[src/rtl/imem_arbiter.sv]
// imem_arbiter: single-port memory arbiter for fetch, load/store and UART loader.
// Rev 1.0
`default_nettype none

module imem_arbiter #(
   parameter int ADDR_W     = 14,
   parameter int DATA_W     = 32,
   parameter int STARVE_MAX = 4
) (
   input  logic                clk,
   input  logic                rst_n,
   input  logic                if_req,
   input  logic [ADDR_W-1:0]   if_addr,
   output logic                if_gnt,
   output logic                if_rvalid,
   output logic [DATA_W-1:0]   if_rdata,
   input  logic                ls_req,
   input  logic                ls_we,
   input  logic [ADDR_W-1:0]   ls_addr,
   input  logic [DATA_W-1:0]   ls_wdata,
   output logic                ls_gnt,
   output logic                ls_rvalid,
   output logic [DATA_W-1:0]   ls_rdata,
   input  logic                ld_start,
   input  logic                ld_done,
   input  logic                ld_we,
   input  logic [ADDR_W-1:0]   ld_addr,
   input  logic [DATA_W-1:0]   ld_wdata,
   output logic                ld_gnt,
   output logic                ld_active,
   output logic                cpu_hold,
   output logic                mem_en,
   output logic                mem_we,
   output logic [ADDR_W-3:0]   mem_addr,
   output logic [DATA_W-1:0]   mem_wdata,
   input  logic [DATA_W-1:0]   mem_rdata
);

   typedef enum logic {
      RUN  = 1'b0,
      LOAD = 1'b1
   } state_t;

   typedef enum logic [1:0] {
      TAG_NONE = 2'd0,
      TAG_IF   = 2'd1,
      TAG_LS   = 2'd2
   } tag_t;

   localparam logic [3:0] STARVE_LIM = 4'(STARVE_MAX);

   state_t     state, state_nxt;
   tag_t       rd_tag, rd_tag_nxt;
   logic [3:0] starve_cnt, starve_nxt;

   // Byte-offset bits are deliberately dropped on the word-wide memory.
   logic unused_addr_bits;
   assign unused_addr_bits = ^{if_addr[1:0], ls_addr[1:0], ld_addr[1:0]};

   always_comb begin
      if_gnt     = 1'b0;
      ls_gnt     = 1'b0;
      ld_gnt     = 1'b0;
      state_nxt  = state;
      mem_en     = 1'b0;
      mem_we     = 1'b0;
      mem_addr   = '0;
      mem_wdata  = '0;
      rd_tag_nxt = TAG_NONE;
      starve_nxt = '0;

      if (state == RUN) begin
         ls_gnt = ls_req & ~(if_req & (starve_cnt >= STARVE_LIM));
         if_gnt = if_req & ~ls_gnt;
         if (ld_start) state_nxt = LOAD;
      end else begin
         ld_gnt = ld_we;
         if (ld_done) state_nxt = RUN;
      end

      // No grant may reach the memory while reset is applied.
      if (!rst_n) begin
         if_gnt = 1'b0;
         ls_gnt = 1'b0;
         ld_gnt = 1'b0;
      end

      if (ld_gnt) begin
         mem_en    = 1'b1;
         mem_we    = 1'b1;
         mem_addr  = ld_addr[ADDR_W-1:2];
         mem_wdata = ld_wdata;
      end else if (ls_gnt) begin
         mem_en   = 1'b1;
         mem_we   = ls_we;
         mem_addr = ls_addr[ADDR_W-1:2];
         if (ls_we) mem_wdata = ls_wdata;
         else       rd_tag_nxt = TAG_LS;
      end else if (if_gnt) begin
         mem_en     = 1'b1;
         mem_addr   = if_addr[ADDR_W-1:2];
         rd_tag_nxt = TAG_IF;
      end

      if ((state == RUN) && if_req && !if_gnt)
         starve_nxt = (starve_cnt == 4'hF) ? starve_cnt : starve_cnt + 4'd1;
   end

   always_ff @(posedge clk) begin
      if (!rst_n) begin
         state      <= RUN;
         rd_tag     <= TAG_NONE;
         starve_cnt <= '0;
      end else begin
         state      <= state_nxt;
         rd_tag     <= rd_tag_nxt;
         starve_cnt <= starve_nxt;
      end
   end

   assign ld_active = (state == LOAD);
   assign if_rvalid = (rd_tag == TAG_IF);
   assign ls_rvalid = (rd_tag == TAG_LS);
   assign if_rdata  = if_rvalid ? mem_rdata : '0;
   assign ls_rdata  = ls_rvalid ? mem_rdata : '0;
   assign cpu_hold  = ld_active | (if_req & ~if_gnt);

endmodule

`default_nettype wire

[config.mk]
export PLATFORM = sky130hd
export DESIGN_NAME = imem_arbiter
export DESIGN_NICKNAME = d
export VERILOG_FILES = /design/src/rtl/imem_arbiter.sv
export SDC_FILE = /design/constraint.sdc
export NUM_CORES = 1
export LEC_CHECK = 0
export CAP_MARGIN = 20
export CORE_AREA = 5 5 100 102
export CTS_CLUSTER_DIAMETER = 200
export DETAILED_ROUTE_END_ITERATION = 7
export DIE_AREA = 0 0 105 107
export GPL_TIMING_DRIVEN = 0
export MAX_ROUTING_LAYER = met4
export PLACE_DENSITY = 0.75
export SYNTH_ARGS = -nofsm -noshare
export SYNTH_HDL_FRONTEND = slang
export SYNTH_SLANG_ARGS = --single-unit
[constraint.sdc]
create_clock -name clk -period 3.3 [get_ports clk]
set_input_delay 0.33 -clock clk [delete_from_list [all_inputs] [get_ports clk]]
set_output_delay 0.33 -clock clk [all_outputs]
set_load 0.01 [all_outputs]
==> flow_summary_export.csv <==
group,metric,value,unit
outcome,outcome,"finished, final reports clean",
floorplanning,die_area,11200,µm²
yosys,ys_types,23,
grt,overflow,0,
yosys,synth_cells,170,
timing,finalCritPeriodShare,0.832,
place,pre_cts_slack,0.552,ns
timing,fmax,0.364,GHz
clocking,clk_latency,0.22,ns
drt,antenna_left,0,
drt,dr.pass1.iters,4,
place,port_buffers,256,
drt,drcViolationCount,0,
clocking,htreeDepth,1,
worst_setup_path,critical_path_required,2.97,ns
floorplanning,pin_count,263,
drt,routedWlPerCell,16.3,µm
power,irDropWorstVdd,0.131,mV
place,place.gp.congestion,0.823,
worst_setup_path,critPathMaxFanout,10,
timing,hold_viol,0,
worst_setup_path,start_kind,"input port",
layout,nets,578,
timing,setup_viol,0,
yosys,yosysWarnings,0,
floorplanning,die_y,107,µm
yosys,seq_area_frac_synth,0.109,
drt,via_per_inst,4.26,
clocking,cts_sinks,7,
clocking,cts_tree,"built",
grt,grt_use_met2,0.267,
layout,area_delta_synth_final,214,%
power,leakagePower,1.57,nW
timing,rsz0062_at_grt,"false",
flow_run,cap_violations,0,
grt,grt_pass1_vias,2442,
yosys,synth_seq_cells,7,
grt,top_usage_layer,"met2",
drt,wl,8.82,mm
drt,via_count,2307,
floorplanning,start_util,0.142,
clocking,ctsHoldBuffers,0,
layout,antennaDiodeCount,0,
clocking,cts_made_buffers,3,
clocking,cts.path.max_buffers,2,
timing,skew,0.000378,ns
place,place_hpwl,7.95,mm
grt,grtUsageMet3,0.0295,
grt,grt_max_degree,11,
worst_hold_path,hold_class,"reg2reg",
timing,fin_setup_tns,0,ns
grt,antenna_found_initial,0,
worst_setup_path,worst-setup-path-type,"in2out",
grt,grt_usage,0.142,
timing,maxSlewViolCount,0,
yosys,netlist_area,1280,µm²
worst_setup_path,cp-end-kind,"output port",
clocking,cts_resized,0,
power,powerDensity,149,nW/µm²
clocking,cts_setup_buffers,0,
floorplanning,rows,35,
floorplanning,chipWidth,105,µm
clocking,root_buffer,"clkbuf_8",
yosys,syn-num-nets,317,
timing,setup_ws,0.556,ns
floorplanning,coreArea,9020,µm²
drt,drt_iter0_markers,58,
yosys,syn_area_per_cell,7.54,µm²
worst_setup_path,arrival,2.41,ns
grt,grt_pass1_wl,12.6,mm
layout,drive_gt1_frac,0.0372,
clocking,cts.clk_slew.worst_paths,0.04,ns
grt,grt.met1_usage,0.154,
timing,finalCriticalPeriod,2.74,ns
layout,fillers,901,
[synthesized netlist by cell type]
library cell	number	share of area
a22o_1	32	0.22
inv_1	2	0.0059
nor2_1	1	0.0029
nand3b_1	1	0.0059
nor2b_1	5	0.024
dfxtp_1	7	0.11
a221o_1	12	0.094
or3_1	1	0.0049
and2_1	79	0.39
buf_2	9	0.035
or2_1	1	0.0049
a21oi_1	1	0.0039
conb_1	1	0.0029
a21oi_2	1	0.0068
clkbuf_1	7	0.021
o21ai_1	1	0.0039
o21bai_2	1	0.0088
buf_8	1	0.012
and4_1	2	0.014
buf_6	1	0.0088
ha_1	1	0.0098
and3_1	2	0.0098
mux2i_1	1	0.0078
[per-stage QoR]
| step | hold WS (ns) | total power, mW | util | cells | cell area, µm² |
|---|---|---|---|---|---|
| CTS | 0.426 | 0.608 | 0.446 | 541 | 4030 |
| global placement | 0.407 | 0.483 | 0.441 | 537 | 3980 |
| finish | 0.425 | 0.600 | 0.446 | 541 | 4030 |
| global route | 0.441 | 0.638 | 0.446 | 541 | 4030 |
| floorplan | 0.398 | 0.195 | - | 170 | 1280 |
| detailed placement | 0.420 | 0.487 | 0.441 | 537 | 3980 |
[state kept, by name, summed over array words and instances, names as in the netlist]
register    flops
starve_cnt      4
rd_tag          2
ld_active       1
[path summary, 6_finish.rpt]
check,from,end,slack (ns),cells past startpoint
max,rst_n,mem_wdata[20],0.56,7
min,starve_cnt[0],starve_cnt[0],0.42,1
max reg2reg,ld_active,rd_tag[1],2.10,5
min reg2reg,starve_cnt[0],starve_cnt[0],0.42,1
[cell usage in the layout, fill, tap and decap left out, drive strengths merged]
master	count
and3	2
a221o	12
clkbuf	11
inv	2
a21oi	2
o21bai	1
and4	2
nor2	1
a22o	32
clkdlybuf4s50	256
mux2i	1
dfxtp	7
or2	1
buf	11
nor2b	5
o21ai	1
nand3b	1
ha	1
and2	79
conb	1
or3	1
[layout make-up]
cell class              count  area [µm²]  area share
inverters                   2        7.51     0.00186
flip-flops and latches      7         140      0.0348
clock buffers               4        45.0      0.0112
repair buffers            256        2560       0.636
multi-input cells         143        1040       0.257
well taps                 111         139      0.0345
plain buffers              18        97.6      0.0242
[cell families (layout without fill, tap and decap cells)]
family,Yosys count,in the layout,share of synthesized area
other,1,1,0.00293
AND/OR/NAND/NOR,92,92,0.452
buffers and inverters,20,280,0.0820
AO/OA/AOI/OAI,48,48,0.336
flip-flops,7,7,0.109
multiplexers,1,1,0.00781
adder cells (fa/ha/maj),1,1,0.00976
[routing by layer]
metal  vias to the layer above  share of wire
met5                         -              0
met4                         0          0.011
met3                         8          0.080
met2                       142           0.53
met1                      1030           0.38
li1                       1127              -
[critical path, stage by stage]
cell             delay, ns
clkdlybuf4s50_1       0.52
nor2b_1               0.19
and4_1                0.21
buf_2                 0.16
buf_2                 0.23
a22o_1                0.19
clkdlybuf4s50_1       0.58
[report_power, final]
group	internal (mW)	leakage, nW	switching (mW)	total (mW)
Combinational	0.272	1.49	0.122	0.394
Sequential	0.0880	0.0574	0.00229	0.0903
Clock	0.0831	0.0228	0.0322	0.115
Power figures use the tool's default switching activity.
